$ cat src/rtl/hazard_pkg.sv
// hazard_pkg: shared types and constants for the pipeline hazard controller
// and the pipeline registers it steers.
//   state_t        - controller state encoding (RUN / MDU_WAIT)
//   REG_ADDR_W     - architectural register address width
//   NOP_*          - values the pipeline registers load when bubbled/flushed
//   load_use_hit() - load-use compare between the EX load and the ID sources
package hazard_pkg;

  localparam int REG_ADDR_W = 5;

  typedef enum logic [1:0] {
    RUN      = 2'b00,
    MDU_WAIT = 2'b01
  } state_t;

  // Bubble contents: an all-zero instruction word and all-zero control bits.
  localparam logic [31:0] NOP_INSTR = 32'h0000_0000;
  localparam logic [7:0]  NOP_CTRL  = 8'h00;

  // Register 0 is hard-wired to zero, so a load targeting it never hazards.
  function automatic logic load_use_hit(
    input logic                  mem_read,
    input logic [REG_ADDR_W-1:0] wr_reg,
    input logic [REG_ADDR_W-1:0] rs,
    input logic [REG_ADDR_W-1:0] rt,
    input logic                  uses_rt
  );
    logic zero_dst;
    zero_dst     = (wr_reg == {REG_ADDR_W{1'b0}});
    load_use_hit = mem_read & ~zero_dst &
                   ((wr_reg == rs) | (uses_rt & (wr_reg == rt)));
  endfunction

endpackage

$ cat src/rtl/hazard_perf_counter.sv
// hazard_perf_counter: CNT_W-wide saturating event counter.
//   clk, rst_n : clock, asynchronous active-low reset
//   clear      : synchronous clear, wins over inc
//   inc        : count one event this cycle
//   count      : current value, sticks at all-ones
module hazard_perf_counter
  import hazard_pkg::*;
#(
  parameter int CNT_W = 16
) (
  input  logic             clk,
  input  logic             rst_n,
  input  logic             clear,
  input  logic             inc,
  output logic [CNT_W-1:0] count
);

  // Saturating counter with synchronous clear priority.
  always_ff @(posedge clk or negedge rst_n) begin
    if (!rst_n) begin
      count <= {CNT_W{1'b0}};
    end else if (clear) begin
      count <= {CNT_W{1'b0}};
    end else if (inc && (count != {CNT_W{1'b1}})) begin
      count <= count + CNT_W'(1);
    end else begin
      count <= count;
    end
  end

endmodule

$ cat src/rtl/pipeline_hazard_controller.sv
// pipeline_hazard_controller: stalls/flushes a 5-stage pipeline for hazards
// forwarding cannot cover (load-use, taken branch in EX, multi-cycle MDU).
//   Inputs : ID_rs/ID_rt/ID_UsesRt/ID_MduOp (ID stage), EX_MemRead,
//            EX_WriteRegister, EX_BranchTaken (EX stage), Perf_Clear
//   Outputs: PC_Write, IF_ID_Write, IF_ID_Flush, ID_EX_Write, ID_EX_Bubble,
//            EX_MEM_Bubble (combinational), MDU_Start (registered pulse),
//            State (debug), Stall_Count (saturating stall cycles)
module pipeline_hazard_controller
  import hazard_pkg::*;
#(
  parameter int MDU_CYCLES = 4,
  parameter int CNT_W      = 16
) (
  input  logic                  clk,
  input  logic                  rst_n,
  input  logic [REG_ADDR_W-1:0] ID_rs,
  input  logic [REG_ADDR_W-1:0] ID_rt,
  input  logic                  ID_UsesRt,
  input  logic                  ID_MduOp,
  input  logic                  EX_MemRead,
  input  logic [REG_ADDR_W-1:0] EX_WriteRegister,
  input  logic                  EX_BranchTaken,
  input  logic                  Perf_Clear,
  output logic                  PC_Write,
  output logic                  IF_ID_Write,
  output logic                  IF_ID_Flush,
  output logic                  ID_EX_Write,
  output logic                  ID_EX_Bubble,
  output logic                  EX_MEM_Bubble,
  output logic                  MDU_Start,
  output logic [1:0]            State,
  output logic [CNT_W-1:0]      Stall_Count
);

  localparam int MDU_CNT_W = $clog2(MDU_CYCLES);

  state_t               state_r;
  logic [MDU_CNT_W-1:0] cnt_r;
  logic                 mdu_start_r;
  logic                 load_use_s;
  logic                 dispatch_s;
  logic                 pc_write_s;
  logic                 if_id_write_s;
  logic                 if_id_flush_s;
  logic                 id_ex_write_s;
  logic                 id_ex_bubble_s;
  logic                 ex_mem_bubble_s;

  assign load_use_s = load_use_hit(EX_MemRead, EX_WriteRegister, ID_rs, ID_rt, ID_UsesRt);
  // A wrong-path or load-stalled MDU op must not be dispatched.
  assign dispatch_s = (state_r == RUN) & ID_MduOp & ~load_use_s & ~EX_BranchTaken;

  // Controller FSM: MDU occupancy counter and the registered start pulse.
  always_ff @(posedge clk or negedge rst_n) begin
    if (!rst_n) begin
      state_r     <= RUN;
      cnt_r       <= {MDU_CNT_W{1'b0}};
      mdu_start_r <= 1'b0;
    end else begin
      case (state_r)
        RUN: begin
          if (dispatch_s) begin
            state_r     <= MDU_WAIT;
            cnt_r       <= MDU_CNT_W'(MDU_CYCLES - 1);
            mdu_start_r <= 1'b1;
          end else begin
            state_r     <= RUN;
            cnt_r       <= cnt_r;
            mdu_start_r <= 1'b0;
          end
        end
        MDU_WAIT: begin
          mdu_start_r <= 1'b0;
          if (cnt_r != {MDU_CNT_W{1'b0}}) begin
            state_r <= MDU_WAIT;
            cnt_r   <= cnt_r - MDU_CNT_W'(1);
          end else begin
            state_r <= RUN;
            cnt_r   <= cnt_r;
          end
        end
        default: begin
          state_r     <= RUN;
          cnt_r       <= {MDU_CNT_W{1'b0}};
          mdu_start_r <= 1'b0;
        end
      endcase
    end
  end

  // Output mux: Mealy decode in RUN, counter-driven freeze in MDU_WAIT.
  always_comb begin
    pc_write_s      = 1'b0;
    if_id_write_s   = 1'b0;
    if_id_flush_s   = 1'b0;
    id_ex_write_s   = 1'b0;
    id_ex_bubble_s  = 1'b0;
    ex_mem_bubble_s = 1'b0;
    case (state_r)
      RUN: begin
        id_ex_write_s = 1'b1;
        if (EX_BranchTaken) begin
          pc_write_s     = 1'b1;
          if_id_write_s  = 1'b1;
          if_id_flush_s  = 1'b1;
          id_ex_bubble_s = 1'b1;
        end else if (load_use_s) begin
          id_ex_bubble_s = 1'b1;
        end else begin
          pc_write_s    = 1'b1;
          if_id_write_s = 1'b1;
        end
      end
      MDU_WAIT: begin
        if (cnt_r != {MDU_CNT_W{1'b0}}) begin
          ex_mem_bubble_s = 1'b1;
        end else begin
          pc_write_s    = 1'b1;
          if_id_write_s = 1'b1;
          id_ex_write_s = 1'b1;
        end
      end
      default: begin
        // Illegal encoding: hold the front end and bubble everything for the
        // single cycle before the FSM recovers to RUN.
        if_id_flush_s   = 1'b1;
        id_ex_bubble_s  = 1'b1;
        ex_mem_bubble_s = 1'b1;
      end
    endcase
  end

  // Reset gates the pipeline controls to "freeze and bubble" asynchronously.
  assign PC_Write      = rst_n & pc_write_s;
  assign IF_ID_Write   = rst_n & if_id_write_s;
  assign ID_EX_Write   = rst_n & id_ex_write_s;
  assign IF_ID_Flush   = ~rst_n | if_id_flush_s;
  assign ID_EX_Bubble  = ~rst_n | id_ex_bubble_s;
  assign EX_MEM_Bubble = ~rst_n | ex_mem_bubble_s;
  assign MDU_Start     = mdu_start_r;
  assign State         = state_r;

  hazard_perf_counter #(
    .CNT_W (CNT_W)
  ) u_stall_counter (
    .clk   (clk),
    .rst_n (rst_n),
    .clear (Perf_Clear),
    .inc   (~PC_Write),
    .count (Stall_Count)
  );

endmodule

$ cat config.mk
export PLATFORM = sky130hd
export DESIGN_NAME = pipeline_hazard_controller
export DESIGN_NICKNAME = d
export VERILOG_FILES = /design/src/rtl/hazard_pkg.sv /design/src/rtl/hazard_perf_counter.sv /design/src/rtl/pipeline_hazard_controller.sv
export SDC_FILE = /design/constraint.sdc
export NUM_CORES = 1
export LEC_CHECK = 0
export BUFFER_PORTS_ARGS = -buffer_cell sky130_fd_sc_hd__clkbuf_2
export CAP_MARGIN = 10
export CORE_MARGIN = 2
export CORE_UTILIZATION = 35
export DETAILED_ROUTE_END_ITERATION = 8
export PLACE_DENSITY = 0.69
export SETUP_SLACK_MARGIN = 0.15
export SLEW_MARGIN = 10
export SYNTH_ARGS = -nofsm -noshare
export SYNTH_HDL_FRONTEND = slang
export SYNTH_SLANG_ARGS = --single-unit
$ cat constraint.sdc
create_clock -name clk -period 2.2 [get_ports clk]
set_clock_uncertainty 0.15 [all_clocks]
set_input_delay 0.55 -clock clk [delete_from_list [all_inputs] [get_ports clk]]
set_output_delay 0.55 -clock clk [all_outputs]
set_load 0.01 [all_outputs]
==> out/summary.txt, run 1 <==
OUTCOME
-----------------------------------------------------------------------------------------
Result of the run                                                            complete, but fails checks
Violations in the final reports                                              setup timing

PWR
-----------------------------------------------------------------------------------------
Max IR drop VDD                                                                  0.412 mV
Internal Power                                                                     932 uW
Net switching share of the total power                                              0.348
Switching component of the power                                                   496 uW
Comb pwr share                                                                      0.531
Pwr per Cell Area                                                             699 nW/um^2
Clock group share of total power                                                    0.152
Leakage                                                                       0.000915 uW
Share of power burned in registers                                                  0.317
Power, Total                                                                      1430 uW

ROUTING
-----------------------------------------------------------------------------------------
Detailed-route wire length                                                        3640 um
Number of nets still failing antenna checks after routing                               0
Iteration-0 DRC count of the detailed router                                           17
WL met2                                                                           1920 um
Average vias per placed instance                                                     5.11
Post-detailed-route DRC marker count                                                    0
Topmost layer with routed signal wires                                               met4
Wire length on met1                                                               1480 um
Routed wire per std cell                                                          14.2 um
Amount of wire on met3 after detailed routing                                      201 um
First-pass detailed-route iteration total                                               4
Count of vias placed by the detailed router                                          1313

DIE
-----------------------------------------------------------------------------------------
DIE HEIGHT                                                                        63.5 um
Area inside the core boundary                                                   3360 um^2
Starting density of the core                                                        0.368
Die Outline Area                                                                4030 um^2
Die width                                                                         63.5 um
Placement Rows                                                                         21
Number of I/O pins                                                                     47

STA
-----------------------------------------------------------------------------------------
Final hold violations                                                                   0
Fmax                                                                            0.406 GHz
Final setup violation count                                                            21
Final worst path period share                                                        1.12
Final min period                                                                  2470 ps
Worst setup margin                                                                -265 ps
Final Slew Violations                                                                   0
Setup repair after global routing missed its margin                                  true

CLOCK TREE
-----------------------------------------------------------------------------------------
Clock Path Buffers                                                                      2
Cell at the root of the clock tree                                               clkbuf_4
H-tree depth reported by CTS                                                            1
Clock transition at the registers of the reported paths                            110 ps
Clock insertion delay at the later pin of the skew report                          300 ps
Number of buffers added by the clock tree synthesis step                                3
CTS tree                                                                             done
Clock Sink Count                                                                       20

MIN PATH
-----------------------------------------------------------------------------------------
Hold Crit Class                                                              primary input to asynchronous set/reset pin

YOSYS
-----------------------------------------------------------------------------------------
Portion of the post-synthesis area used by sequential elements                      0.404
Most common flop cell mapped by yosys                                             dfrtp_1
Post-synth EDFFs                                                                        0
Yosys warning total                                                                     0
Mean instance size in the synthesized netlist                                   9.03 um^2
Flip-flop and latch count after synthesis                                              20
Area fraction of the dominant cell type after synthesis                             0.404
Area contributors post-synth                                                 dfrtp_1, xnor2_1, or3_1
Proportion of register bits with asynchronous set or reset after synthesis           1.00
Post-Synthesis Cells                                                                  137
Post-synthesis net count                                                              161
Post-synth cell types                                                                  40
Netlist Area Pre-Place                                                          1240 um^2
Cell type contributing the most total cell area after synthesis                   dfrtp_1

CELLS AND AREA
-----------------------------------------------------------------------------------------
Count of placed standard cells in the final layout, fillers left out                  257
Inserted Diodes                                                                         0
Share of final-layout standard cells stronger than drive strength 1                 0.588
Post-synthesis to final-layout area growth                                          65.1%
Most frequent cells in the layout                                            clkbuf_2, buf_4, dfrtp_1, nand2_1, o21ai_2
NumNets Final                                                                         236
Commonest non-fill, non-tap cell in the layout                                   clkbuf_2

PLACEMENT
-----------------------------------------------------------------------------------------
Port bufs                                                                              45
Total instance count after detailed placement                                         240
Post-detail-place hpwl                                                            2330 um
Global placer's final weighted congestion                                           0.737

SETUP PATH
-----------------------------------------------------------------------------------------
CP startpoint kind                                                           primary input
CP arrival                                                                        1770 ps
Required time reported for the critical path endpoint                             1500 ps
CP max FO                                                                               3
Reg-to-reg critical path startpoint                                              cnt_r[0]
Worst Setup End Kind                                                          output port
Cell chain of the critical path                                              buf_8 -> or4_4 -> o21ai_4 -> nand2b_4 -> o31a_1 -> buf_2
Worst path slowest cell                                                             or4_4
Maximum single-stage delay on the critical path                                    540 ps
WS Path Type                                                                 primary input to output port
Crit. Startpoint                                                             EX_WriteRegister[1]

GRT
-----------------------------------------------------------------------------------------
Wire length of the first global-routing pass                                      5840 um
Initial antenna violation count                                                         0
Largest net degree at the start of global routing                                      22
GRT Util Overall                                                                    0.182
Number of global-route vias before repair                                            1280
Remaining global-route overflow                                                         0

FLOW RUN
-----------------------------------------------------------------------------------------
Number of max-cap violations                                                            0

-- cells in the mapped netlist (2+ instances only) --
master,instances
buf_6,2
nand4_1,2
o21ai_1,8
nand3_1,7
o31ai_1,2
o21a_1,2
or3_1,12
xnor2_1,10
o21ai_0,5
nand2_1,11
ha_1,2
or4_1,3
dfrtp_1,20
nor2_1,3
and3_1,3
inv_1,7
a21oi_1,14
buf_4,2
-- sequential cells by signal (all words and copies together) (netlist names) --
name	cells
u_stall_counter.count	16
MDU_Start	1
State	1
cnt_r	2
-- power by group through the flow --
| stage | clock network (uW) | registers [uW] | logic [uW] |
|---|---|---|---|
| floorplan | 0 | 480 | 282 |
| global placement | 0 | 459 | 482 |
| detailed placement | 0 | 461 | 496 |
| CTS | 223 | 452 | 730 |
| global route | 248 | 460 | 823 |
| finish | 217 | 453 | 758 |
-- per-stage QoR --
step                area, um^2  setup WS, ps  hold slack, ps  utilization  setup TNS (ps)
finish                    2040          -265            80.5        0.608           -2900
global route              2040          -300            70.7        0.608           -3860
CTS                       1920          -286            90.3        0.572           -1940
detailed placement        1650          -280             337        0.490           -3700
global placement          1650          -261             327        0.490           -3210
floorplan                 1260          -179             104            -            -239
-- worst paths after layout --
kind	depth (start not counted)	end	slack (ps)
max	6	IF_ID_Write	-270
min	2	u_stall_counter.count[12]	80
max reg2reg	11	u_stall_counter.count[12]	-70
min reg2reg	1	cnt_r[1]	360
max in group asynchronous	2	u_stall_counter.count[0]	1580
min in group clk	2	MDU_Start	340
-- layout make-up --
cell class                      instances  area [um^2]
Fill cell                             306         1320
Timing Repair Buffer                   77          584
Inverter                                7         26.3
Tap cell                               46         57.6
Clock buffer                            4         36.3
Multi-Input combinational cell        103          837
Sequential cell                        20          502
-- routing by layer --
metal  vias up  global-route usage
met2        32               0.330
met3         4              0.0375
met1       640               0.211
met4         0              0.0652
li1        637                   -
met5         -                   0
-- kinds of logic after synthesis --
group,synth area share
xor+xnor,0.0779
flops,0.404
compound gates,0.198
buf+inv,0.0617
other cells,0.00303
fa+ha+maj,0.0202
simple gates,0.226
mux,0.00809
-- worst max-delay path: cells and delay by family --
| kind | cells | cell delay [ps] |
|---|---|---|
| buffers and inverters | 2 | 230 |
| and+or+nand+nor | 2 | 690 |
| AOI/OAI and AO/OA | 2 | 290 |
-- timing repair --
action                                  CTS  global route
buffers inserted                          7             2
hold buffers                              0             0
resized for setup                        30            31
cloned                                    4             0
endpoints found under the setup margin   20            21
pin swaps                                30            14
endpoints found under the hold margin     0             0
No activity file was read; power rests on OpenSTA's default activity.
==> inputs of run 2 (changes only) <==
==> constraint.sdc (replaced) <==
create_clock -name clk -period 2.2 [get_ports clk]
set_clock_uncertainty 0.15 [all_clocks]
set_input_delay 0.11 -clock clk [delete_from_list [all_inputs] [get_ports clk]]
set_output_delay 0.11 -clock clk [all_outputs]
set_load 0.01 [all_outputs]
==> run 2 against run 1 <==
  * The flow now finishes without violations
  * Die area stayed put
  * First-iteration DRC count increased by 120%
  * Final cell count rose by 0.39%
  * Via count grew 0.15%
  * Maximum frequency up 14%
  * Hold slack got worse by 55 ps
  * Count of clock-buffer cells in the layout unchanged
  * Global-route usage increased by 0.12 points
==> out/summary.txt, run 2 (synthesized netlist as in run 1, its figures left out) <==
DIE
----------------------------------------------------------------------------------
Number of I/O pins                                                              47   unchanged
Area inside the core boundary                                            3360 um^2   unchanged
Die width                                                                  63.5 um   unchanged
DIE HEIGHT                                                                 63.5 um   unchanged
Placement Rows                                                                  21   unchanged
Starting density of the core                                                 0.368   unchanged
Die Outline Area                                                         4030 um^2   unchanged

GRT
----------------------------------------------------------------------------------
Number of global-route vias before repair                                     1263   -1.3%
Largest net degree at the start of global routing                               22   unchanged
Initial antenna violation count                                                  0   unchanged
Remaining global-route overflow                                                  0   unchanged
GRT Util Overall                                                             0.184   +0.00120
Wire length of the first global-routing pass                               5900 um   +0.94%

CELLS AND AREA
----------------------------------------------------------------------------------
Commonest non-fill, non-tap cell in the layout                            clkbuf_2
Register bank with the most flops                                     u_stall_counter.count
Most frequent cells in the layout                                     clkbuf_2, buf_4, dfrtp_1, a21oi_1, or3_1
Layout fillers                                                                 320   +4.6%
Max reg flops                                                                   16   unchanged
Share of final-layout standard cells stronger than drive strength 1          0.481   -0.107
Design Area, Final                                                       1880 um^2   -7.9%
Area occupied by multi-input gates                                        772 um^2   -7.8%
Largest registers                                                     u_stall_counter.count: 16 flops, cnt_r: 2 flops
Inserted Diodes                                                                  0   unchanged
NumNets Final                                                                  237   +0.42%
Post-synthesis to final-layout area growth                                   52.1%
Sequential cell area                                                      503 um^2   +0.25%

SETUP PATH
----------------------------------------------------------------------------------
Register-to-Register Path Depth                                                  4   -7
Reg-to-reg critical path startpoint                                       State[0]
R2R Path End                                                          u_stall_counter.count[6]
WS Path Type                                                          register to register
CP delay by family, top                                               simple AND/OR/NAND/NOR gates
Required time reported for the critical path endpoint                      2290 ps   +790 ps
CP max FO                                                                        7   +4
Crit. Startpoint                                                          State[0]
Worst Setup End Kind                                                      register
Register-to-Register Setup Slack                                             40 ps   +110 ps
Cell chain of the critical path                                       nor2_1 -> a31oi_4 -> or4_4 -> a21oi_2
CP arrival                                                                 2250 ps   +480 ps
CP startpoint kind                                                        register
Maximum single-stage delay on the critical path                             590 ps   +50 ps
Worst path slowest cell                                                     nor2_1
Bufs and invs on worst path                                                      0   -2

CLOCK TREE
----------------------------------------------------------------------------------
Clock Sink Count                                                                20   unchanged
Number of buffers added by the clock tree synthesis step                         3   unchanged
CTS tree                                                                      done
Clock Path Buffers                                                               2   unchanged
Cell at the root of the clock tree                                        clkbuf_4
H-tree depth reported by CTS                                                     1   unchanged
Clock transition at the registers of the reported paths                     120 ps   about the same
Clock insertion delay at the later pin of the skew report                   310 ps   about the same

MIN PATH
----------------------------------------------------------------------------------
WHS Endpoint                                                          u_stall_counter.count[6]
Hold Crit Class                                                       primary input to register
Worst Min Path Start                                                    Perf_Clear
Cell count of the worst hold path                                                2

PWR
----------------------------------------------------------------------------------
Clock group share of total power                                             0.146   -0.006
Internal Power                                                              810 uW   -13%
Max IR drop VDD                                                           0.384 mV   -6.8%
Comb pwr share                                                               0.503   -0.028
Share of power burned in registers                                           0.350   +0.033
Pwr per Cell Area                                                      689 nW/um^2   -1.3%
Net switching share of the total power                                       0.376   +0.0280
Switching component of the power                                            487 uW   -1.8%
Leakage                                                                0.000853 uW   -6.8%

STA
----------------------------------------------------------------------------------
Final setup violation count                                                      0   -100%
Fin Hold WS                                                                25.5 ps   -55.0 ps
Actual slew at the worst max-slew pin                                       733 ps
Final Slew Violations                                                            0   unchanged
Final hold violations                                                            0   unchanged
Final min period                                                           2160 ps   -302 ps
Setup repair after global routing missed its margin                           true
Worst slew margin                                                            0.509
Final worst path period share                                                0.983   -0.137
Fmax                                                                     0.462 GHz   +14%

PLACEMENT
----------------------------------------------------------------------------------
Placement-stage cell area                                                1630 um^2   -0.99%
Port bufs                                                                       45   unchanged
Post-detail-place hpwl                                                     2240 um   -3.7%
Global placer's final weighted congestion                                    0.741   +0.65%

ROUTING
----------------------------------------------------------------------------------
Number of nets still failing antenna checks after routing                        0   unchanged
Routed wire per std cell                                                   13.5 um   -4.8%
Iteration-0 DRC count of the detailed router                                    38   +21
Average vias per placed instance                                              5.10   -0.24%
First-pass detailed-route iteration total                                        4   unchanged
Count of vias placed by the detailed router                                   1315   +0.15%
Post-detailed-route DRC marker count                                             0   unchanged
Detailed-route wire length                                                 3480 um   -4.4%

OUTCOME
----------------------------------------------------------------------------------
Result of the run                                                     complete, no violations

FLOW RUN
----------------------------------------------------------------------------------
Number of max-cap violations                                                     0   unchanged

[run 2: cell count changes in the layout (fill, tap and decap cells not counted), moves of 3 or more]
cell,change
a21oi_1,+7
a21oi_2,-7
buf_2,-3
clkbuf_2,+6
o21ai_1,+8
o21ai_2,-7
[run 2: per-stage QoR]
step | TNS, ps | worst slack (ps) | util | instances | total power (uW)
CTS | 0 | 72.4 | 0.528 | 253 | 1200
finish | 0 | 36.7 | 0.560 | 258 | 1300
floorplan | 0 | 152 | - | 137 | 760
global route | -26.4 | -11.2 | 0.560 | 258 | 1390
global placement | 0 | 17.0 | 0.485 | 240 | 904
detailed placement | -199 | -59.9 | 0.485 | 240 | 916
[run 2: worst max-delay path by stage]
stage                                      endpoint  slack (ps)  cells after the start
after floorplan           u_stall_counter.count[12]         150                      7
after detailed placement   u_stall_counter.count[1]         -60                      7
final                      u_stall_counter.count[6]          40                      4
after global placement     u_stall_counter.count[6]          20                      6
after global routing       u_stall_counter.count[6]         -10                      8
after CTS                  u_stall_counter.count[7]          70                      9
[run 2: layout make-up]
class                           instances  area share
Inverter                                7      0.0140
Tap cell                               46      0.0306
Multi-Input combinational cell        105       0.410
Clock buffer                            4      0.0140
Timing Repair Buffer                   76       0.264
Sequential cell                        20       0.267
[run 2: timing repair]
action / CTS / global route
setup buffers: 5 / 5
endpoints found under the setup margin: 16 / 19
gates resized for setup: 6 / 22
hold buffers: 2 / 0
gates cloned: 2 / 0
pin swaps: 7 / 15
endpoints found under the hold margin: 22 / 0
[run 2: per-layer routing]
metal  part of all wire  track usage  vias up
li1                   -            -      648
met1               0.43        0.229      617
met2               0.48        0.309       45
met3              0.080       0.0482        5
met4              0.011       0.0571        0
met5                  0            0        -
[run 2: power groups by stage]
| stage | combinational (uW) | clock, uW | sequential (uW) |
|---|---|---|---|
| 2_1_floorplan | 280 | 0 | 480 |
| 3_3_place_gp | 447 | 0 | 457 |
| 3_5_place_dp | 456 | 0 | 460 |
| 4_1_cts | 560 | 188 | 452 |
| 5_1_grt | 717 | 214 | 464 |
| 6_report | 653 | 190 | 455 |
